## src/rtl/mips_mem_pkg.sv

```systemverilog
// Shared definitions for the MIPS data-memory responder: FSM state
// encoding, default widths and the wait-state counter width.
package mips_mem_pkg;

  localparam int DATA_WIDTH_DEF  = 32;
  localparam int ADDR_BITS_DEF   = 6;
  localparam int CNT_WIDTH       = 4;
  localparam int WAIT_CYCLES_MAX = (1 << CNT_WIDTH) - 1;

  typedef enum logic [1:0] {
    IDLE = 2'd0,
    WAIT = 2'd1,
    DONE = 2'd2
  } mem_state_e;

  // A word access is misaligned when either byte-offset bit is set.
  function automatic logic is_misaligned(input logic [1:0] byte_off);
    return byte_off != 2'b00;
  endfunction

endpackage

```

## src/rtl/data_mem_responder_mem_array.sv

```systemverilog
// mem_array_64x32: word storage with synchronous write and a registered
// read port. Both ports only act on the commit edge chosen by the
// responder FSM. The array itself has no reset; only the read register
// is cleared so rdata starts from a known value.
module mem_array_64x32 #(
  parameter int ADDR_BITS  = 6,
  parameter int DATA_WIDTH = 32
) (
  input  logic                  clk,
  input  logic                  rst,
  input  logic                  wr_en,
  input  logic                  rd_en,
  input  logic [ADDR_BITS-1:0]  idx,
  input  logic [DATA_WIDTH-1:0] wdata,
  output logic [DATA_WIDTH-1:0] rdata
);

  localparam int DEPTH = 1 << ADDR_BITS;

  logic [DATA_WIDTH-1:0] mem_q [DEPTH];
  logic [DATA_WIDTH-1:0] rdata_q;

  // Store port: a write is suppressed while reset is held so an access
  // interrupted by reset can never reach the array.
  always_ff @(posedge clk) begin
    if (wr_en && rst) begin
      mem_q[idx] <= wdata;
    end
  end

  // Load port: rdata keeps its value until the next committed load.
  always_ff @(posedge clk or negedge rst) begin
    if (!rst) begin
      rdata_q <= '0;
    end else if (rd_en) begin
      rdata_q <= mem_q[idx];
    end
  end

  assign rdata = rdata_q;

endmodule

```

## src/rtl/data_mem_responder.sv

```systemverilog
// data_mem_responder: data-port responder for the MIPS MEM stage.
// Accepts one LW/SW per handshake while ready is high, waits WAIT_CYCLES
// edges, commits the access to the 64x32 array and pulses done.
// Optional build macro DATA_MEM_ALIGN_CHECK_EN: misaligned accesses are
// rejected at commit (no write, rdata unchanged) and flagged with err.
module data_mem_responder
  import mips_mem_pkg::*;
#(
  parameter int ADDR_BITS   = ADDR_BITS_DEF,
  parameter int DATA_WIDTH  = DATA_WIDTH_DEF,
  parameter int WAIT_CYCLES = 2
) (
  input  logic                  clk,
  input  logic                  rst,
  input  logic                  req,
  input  logic                  we,
  input  logic [31:0]           addr,
  input  logic [DATA_WIDTH-1:0] wdata,
  output logic                  ready,
  output logic                  done,
  output logic [DATA_WIDTH-1:0] rdata,
  output logic                  err
);

  if (WAIT_CYCLES < 0 || WAIT_CYCLES > WAIT_CYCLES_MAX) begin : g_bad_wait_cycles
    $error("data_mem_responder: WAIT_CYCLES must be within 0..15");
  end

  localparam bit HAS_WAIT = (WAIT_CYCLES > 0);
  localparam logic [CNT_WIDTH-1:0] CNT_LOAD =
    CNT_WIDTH'((WAIT_CYCLES > 0) ? WAIT_CYCLES - 1 : 0);

  mem_state_e            state_q, state_d;
  logic [CNT_WIDTH-1:0]  cnt_q, cnt_d;
  logic                  we_q, we_d;
  logic [ADDR_BITS-1:0]  idx_q, idx_d;
  logic [DATA_WIDTH-1:0] wdata_q, wdata_d;
  logic                  ready_q, ready_d;
  logic                  done_q, done_d;

  logic                  commit;
  logic                  acc_we;
  logic [ADDR_BITS-1:0]  acc_idx;
  logic [DATA_WIDTH-1:0] acc_wdata;
  logic                  acc_misalign;
  logic                  wr_en;
  logic                  rd_en;
  logic [ADDR_BITS-1:0]  addr_idx;
  logic                  unused_addr;

  // Upper address bits fall outside the array, so the address wraps.
  assign addr_idx = addr[ADDR_BITS+1:2];

`ifdef DATA_MEM_ALIGN_CHECK_EN
  logic misalign_q, misalign_d;
  logic err_q, err_d;
  assign unused_addr = ^addr[31:ADDR_BITS+2];
`else
  assign unused_addr = ^{addr[31:ADDR_BITS+2], addr[1:0]};
`endif

  // The access being committed: live inputs when committing straight
  // from IDLE (zero wait states), otherwise the copy latched at acceptance.
  always_comb begin
    if (state_q == IDLE) begin
      acc_we    = we;
      acc_idx   = addr_idx;
      acc_wdata = wdata;
`ifdef DATA_MEM_ALIGN_CHECK_EN
      acc_misalign = is_misaligned(addr[1:0]);
`else
      acc_misalign = 1'b0;
`endif
    end else begin
      acc_we    = we_q;
      acc_idx   = idx_q;
      acc_wdata = wdata_q;
`ifdef DATA_MEM_ALIGN_CHECK_EN
      acc_misalign = misalign_q;
`else
      acc_misalign = 1'b0;
`endif
    end
  end

  // Next-state logic: accept in IDLE, count wait states, commit, then
  // spend exactly one cycle in DONE before returning to IDLE.
  always_comb begin
    state_d = state_q;
    cnt_d   = cnt_q;
    we_d    = we_q;
    idx_d   = idx_q;
    wdata_d = wdata_q;
    ready_d = ready_q;
    done_d  = 1'b0;
    commit  = 1'b0;
`ifdef DATA_MEM_ALIGN_CHECK_EN
    misalign_d = misalign_q;
    err_d      = 1'b0;
`endif
    case (state_q)
      IDLE: begin
        if (req) begin
          we_d    = we;
          idx_d   = addr_idx;
          wdata_d = wdata;
          ready_d = 1'b0;
`ifdef DATA_MEM_ALIGN_CHECK_EN
          misalign_d = is_misaligned(addr[1:0]);
`endif
          if (HAS_WAIT) begin
            state_d = WAIT;
            cnt_d   = CNT_LOAD;
          end else begin
            commit  = 1'b1;
            state_d = DONE;
            done_d  = 1'b1;
`ifdef DATA_MEM_ALIGN_CHECK_EN
            err_d = acc_misalign;
`endif
          end
        end
      end
      WAIT: begin
        if (cnt_q == '0) begin
          commit  = 1'b1;
          state_d = DONE;
          done_d  = 1'b1;
`ifdef DATA_MEM_ALIGN_CHECK_EN
          err_d = acc_misalign;
`endif
        end else begin
          cnt_d = cnt_q - 1'b1;
        end
      end
      DONE: begin
        state_d = IDLE;
        ready_d = 1'b1;
      end
      default: begin
        state_d = IDLE;
        ready_d = 1'b1;
      end
    endcase
  end

  // State, counter, latched request and registered handshake outputs.
  always_ff @(posedge clk or negedge rst) begin
    if (!rst) begin
      state_q <= IDLE;
      cnt_q   <= '0;
      we_q    <= 1'b0;
      idx_q   <= '0;
      wdata_q <= '0;
      ready_q <= 1'b1;
      done_q  <= 1'b0;
`ifdef DATA_MEM_ALIGN_CHECK_EN
      misalign_q <= 1'b0;
      err_q      <= 1'b0;
`endif
    end else begin
      state_q <= state_d;
      cnt_q   <= cnt_d;
      we_q    <= we_d;
      idx_q   <= idx_d;
      wdata_q <= wdata_d;
      ready_q <= ready_d;
      done_q  <= done_d;
`ifdef DATA_MEM_ALIGN_CHECK_EN
      misalign_q <= misalign_d;
      err_q      <= err_d;
`endif
    end
  end

  // A rejected access commits nothing: no write and rdata left untouched.
  assign wr_en = commit &  acc_we & ~acc_misalign;
  assign rd_en = commit & ~acc_we & ~acc_misalign;

  mem_array_64x32 #(
    .ADDR_BITS  (ADDR_BITS),
    .DATA_WIDTH (DATA_WIDTH)
  ) u_mem (
    .clk   (clk),
    .rst   (rst),
    .wr_en (wr_en),
    .rd_en (rd_en),
    .idx   (acc_idx),
    .wdata (acc_wdata),
    .rdata (rdata)
  );

  assign ready = ready_q;
  assign done  = done_q;
`ifdef DATA_MEM_ALIGN_CHECK_EN
  assign err = err_q;
`else
  assign err = 1'b0;
`endif

endmodule

```

## config.mk

```make
export PLATFORM = sky130hd
export DESIGN_NAME = data_mem_responder
export DESIGN_NICKNAME = d
export VERILOG_FILES = /design/src/rtl/mips_mem_pkg.sv /design/src/rtl/data_mem_responder_mem_array.sv /design/src/rtl/data_mem_responder.sv
export SDC_FILE = /design/constraint.sdc
export NUM_CORES = 2
export LEC_CHECK = 0
export ABC_AREA = 1
export BUFFER_PORTS_ARGS = -buffer_cell sky130_fd_sc_hd__buf_2
export CORE_MARGIN = 5
export CORE_UTILIZATION = 30
export DETAILED_ROUTE_END_ITERATION = 8
export GPL_ROUTABILITY_DRIVEN = 0
export GPL_TIMING_DRIVEN = 0
export PLACE_DENSITY = 0.48
export SKIP_CTS_REPAIR_TIMING = 1
export SLEW_MARGIN = 40
export SYNTH_ARGS = -nofsm -noshare
export SYNTH_HDL_FRONTEND = slang
export SYNTH_SLANG_ARGS = --single-unit
```

## constraint.sdc

```tcl
create_clock -name clk -period 12 [get_ports clk]
set_clock_uncertainty 0.05 [all_clocks]
set_input_delay 2.4 -clock clk [delete_from_list [all_inputs] [get_ports clk]]
set_output_delay 2.4 -clock clk [all_outputs]
set_load 0.05 [all_outputs]
```

==> impl_metrics.yaml <==
clock_tree:
  clk_latency_ns: 0.91
  cts_made_buffers: 231
  root_buffer: "clkbuf_16"
  htree_levels: 4
  cts_tree: "built"
  clk_pin_slew_ns: 0.06
  cts_buffer_depth: 3
  cts.sinks: 2127
route:
  viasPerCell: 4.96
  vias: 68300
  avgRoutedWirePerCell_um: 26.1
  drt-initial-drc-count: 8601
  routed_wl_mm: 359
  drc: 0
  ant_nets: 0
  dr.pass1.iters: 8
timing:
  finalHoldViolations: 0
  maxSlewHeadroom_pct: 35.3
  min_period_ns: 5.62
  timing.fmax_mhz: 178
  fin_crit_sh_pct: 46.8
  drv_slew: 0
  tightestPinTransition_ns: 0.971
  setup_violations: 0
  rsz0062_at_grt: "false"
flow_run:
  cap_violations: 0
yosys:
  synth_area_um2: 90900
  postSynthCellCount: 8933
  async_flop_share_pct: 3.71
  synth_top_area_cell: "edfxtp_1"
  synth-seq-cells: 2127
  synth_top_area_share_pct: 67.7
  ys.flop_type: "edfxtp_1"
  avgSynthCellArea_um2: 10.2
  ys_warn_count: 0
  seq_area_frac_synth_pct: 69.8
  synth.distinct_cells: 30
  synth.area.top_cells: "edfxtp_1 68%, nand2_1 21%, nand3_1 4.2%"
  synth_edf_count: 2048
  syn-num-nets: 9003
global_route:
  first_global_vias: 63900
  grt_use_met2_pct: 35.1
  grt_util_met1_pct: 29.9
  grtUsageTotal_pct: 22.1
  met3_usage_pct: 3.93
  antenna_found_initial: 20
  grt_overflow: 0
  grt_pass1_wl_mm: 496
  grt_max_degree: 47
  grt-busiest-layer: "met2"
min_path:
  min_delay_path_depth: 1
  hp-start: "cnt_q[0]"
  min_to: "cnt_q[0]"
  min_path_type: "flip-flop to flip-flop"
die:
  initial_utilization_pct: 30.1
  ioPinCount: 103
  core-area_um2: 302000
  die_x_um: 560
  die_h_um: 560
  rows: 202
  die_area_um2: 314000
setup_path:
  cp_data_arrival_time_ns: 6.18
  end_kind: "flip-flop"
  worst-setup-path-type: "input pin to flip-flop"
  worstPathMaxFanout: 15
  r2r-end: "u_mem.mem_q[55][6]"
  reg2regPathDepth: 15
  critPathRequiredTime_ns: 12.56
  rrSetupSlack_ns: 7.25
  reg2reg_from: "state_q[1]"
  critPathLaunchType: "input pin"
final_layout:
  area_growth_pct: 22.0
  drive_above_1_share_pct: 12.5
  fin_util_pct: 36.7
  fin_area_um2: 111000
  fin_nets: 9649
power:
  power_leakage_uw: 0.0456
  p_per_area_nw_per_um2: 291
  ir_drop_mv: 0.147
place:
  dpl_cell_area_um2: 103000
  dpl.hpwl_mm: 269
  io_buffers: 75
run_status:
  status: "complete, no violations"
[per-stage QoR]
stage	TNS [ns]	total power, uW	cells	worst slack (ns)	hold WS (ns)
after floorplan	0	17800	8933	5.10	0.390
after global placement	-422.04	24700	13000	-3.40	0.408
after detailed placement	0	25200	13300	5.41	0.422
after CTS	0	32100	13800	6.31	0.428
after global routing	0	33700	13800	6.39	0.453
final	0	32300	13800	6.38	0.429
[cell usage after synthesis, drive strengths merged (2+ instances only)]
library cell     n
a21oi           17
nor4             2
buf            372
nand2         5098
o21ai           81
or2             30
ha               2
dfrtp           78
nor3             7
edfxtp        2048
nor2           147
o211ai           3
clkbuf         145
nand3          758
inv            141
[metal layers]
metal | part of all wire (%) | vias to the layer above
met4 | 4.9 | 2
li1 | - | 30800
met3 | 8.2 | 630
met5 | 0.0036 | -
met1 | 41 | 33700
met2 | 46 | 3224
[where the power goes]
part	switching [uW]	internal, uW	leakage, uW
registers	82.1	9660	0.0195
logic	11800	3740	0.0225
clock network	3050	3960	0.00360
[worst max-delay path, cell delays in order]
cell     delay, ns
buf_2         0.12
inv_1         0.08
nand2_2       0.25
nand2_2       0.63
buf_2         0.46
buf_2         0.33
nand3_1       0.63
nor2_4        0.63
buf_16        0.21
buf_8         0.18
buf_16        0.17
[flip-flops by register name (all words and copies together) (netlist names)]
name	flops
u_mem.mem_q	2048
u_mem.rdata	32
wdata_q	32
idx_q	6
cnt_q	4
state_q	2
done	1
ready	1
we_q	1
[layout by cell type, fill, tap and decap left out, types with 3 or more instances in the layout]
cell / instances
nor2_4: 63
nand2_1: 5092
a21oi_1: 17
bufinv_16: 14
buf_2: 351
inv_2: 4
clkinv_8: 6
clkbuf_1: 188
or2_2: 30
buf_8: 195
dfrtp_1: 78
o21ai_0: 43
clkinv_2: 46
inv_1: 137
clkbuf_8: 12
nor2_1: 84
clkbuf_2: 15
clkbuf_16: 235
clkinvlp_4: 5
nor3_4: 7
o21ai_4: 34
buf_1: 57
clkinv_1: 46
nand2_2: 6
edfxtp_1: 2048
buf_6: 5
nand3_2: 7
nand3_1: 751
o21ai_1: 3
buf_4: 58
buf_16: 119
diode_2: 10
o211ai_1: 3
[logic make-up (layout without fill, tap and decap cells)]
family | Yosys count | in the layout | synth area share (%)
flip-flops | 2127 | 2127 | 69.8
AO/OA/AOI/OAI | 101 | 101 | 0.593
buffers and inverters | 658 | 1501 | 3.33
other | 1 | 11 | 0.00413
adder cells (fa/ha/maj) | 2 | 2 | 0.0275
AND/OR/NAND/NOR | 6043 | 6043 | 26.2
XOR/XNOR | 1 | 1 | 0.00964
[worst max-delay path by stage]
stage	start	to	slack, ns	cells past startpoint
after floorplan	addr[5]	u_mem.mem_q[48][0]	5.10	8
final	addr[2]	u_mem.mem_q[32][14]	6.38	11
after detailed placement	addr[2]	u_mem.mem_q[62][12]	5.41	11
after global placement	rst	u_mem.mem_q[55][19]	-3.40	5
after global routing	addr[5]	u_mem.mem_q[55][7]	6.39	15
after CTS	addr[2]	u_mem.mem_q[62][17]	6.31	11
[cell type report]
cell class / count / area (um2)
antenna: 10 / 25.0
buffer: 517 / 2520
clock buffer: 306 / 6270
clock inverter: 124 / 1090
fill: 29800 / 191000
inverter: 141 / 529
multi-input combinational: 6148 / 25300
sequential: 2127 / 63500
tap: 3978 / 4980
timing repair buffer: 413 / 6720
Note: power is estimated with default switching activity, not from simulation.
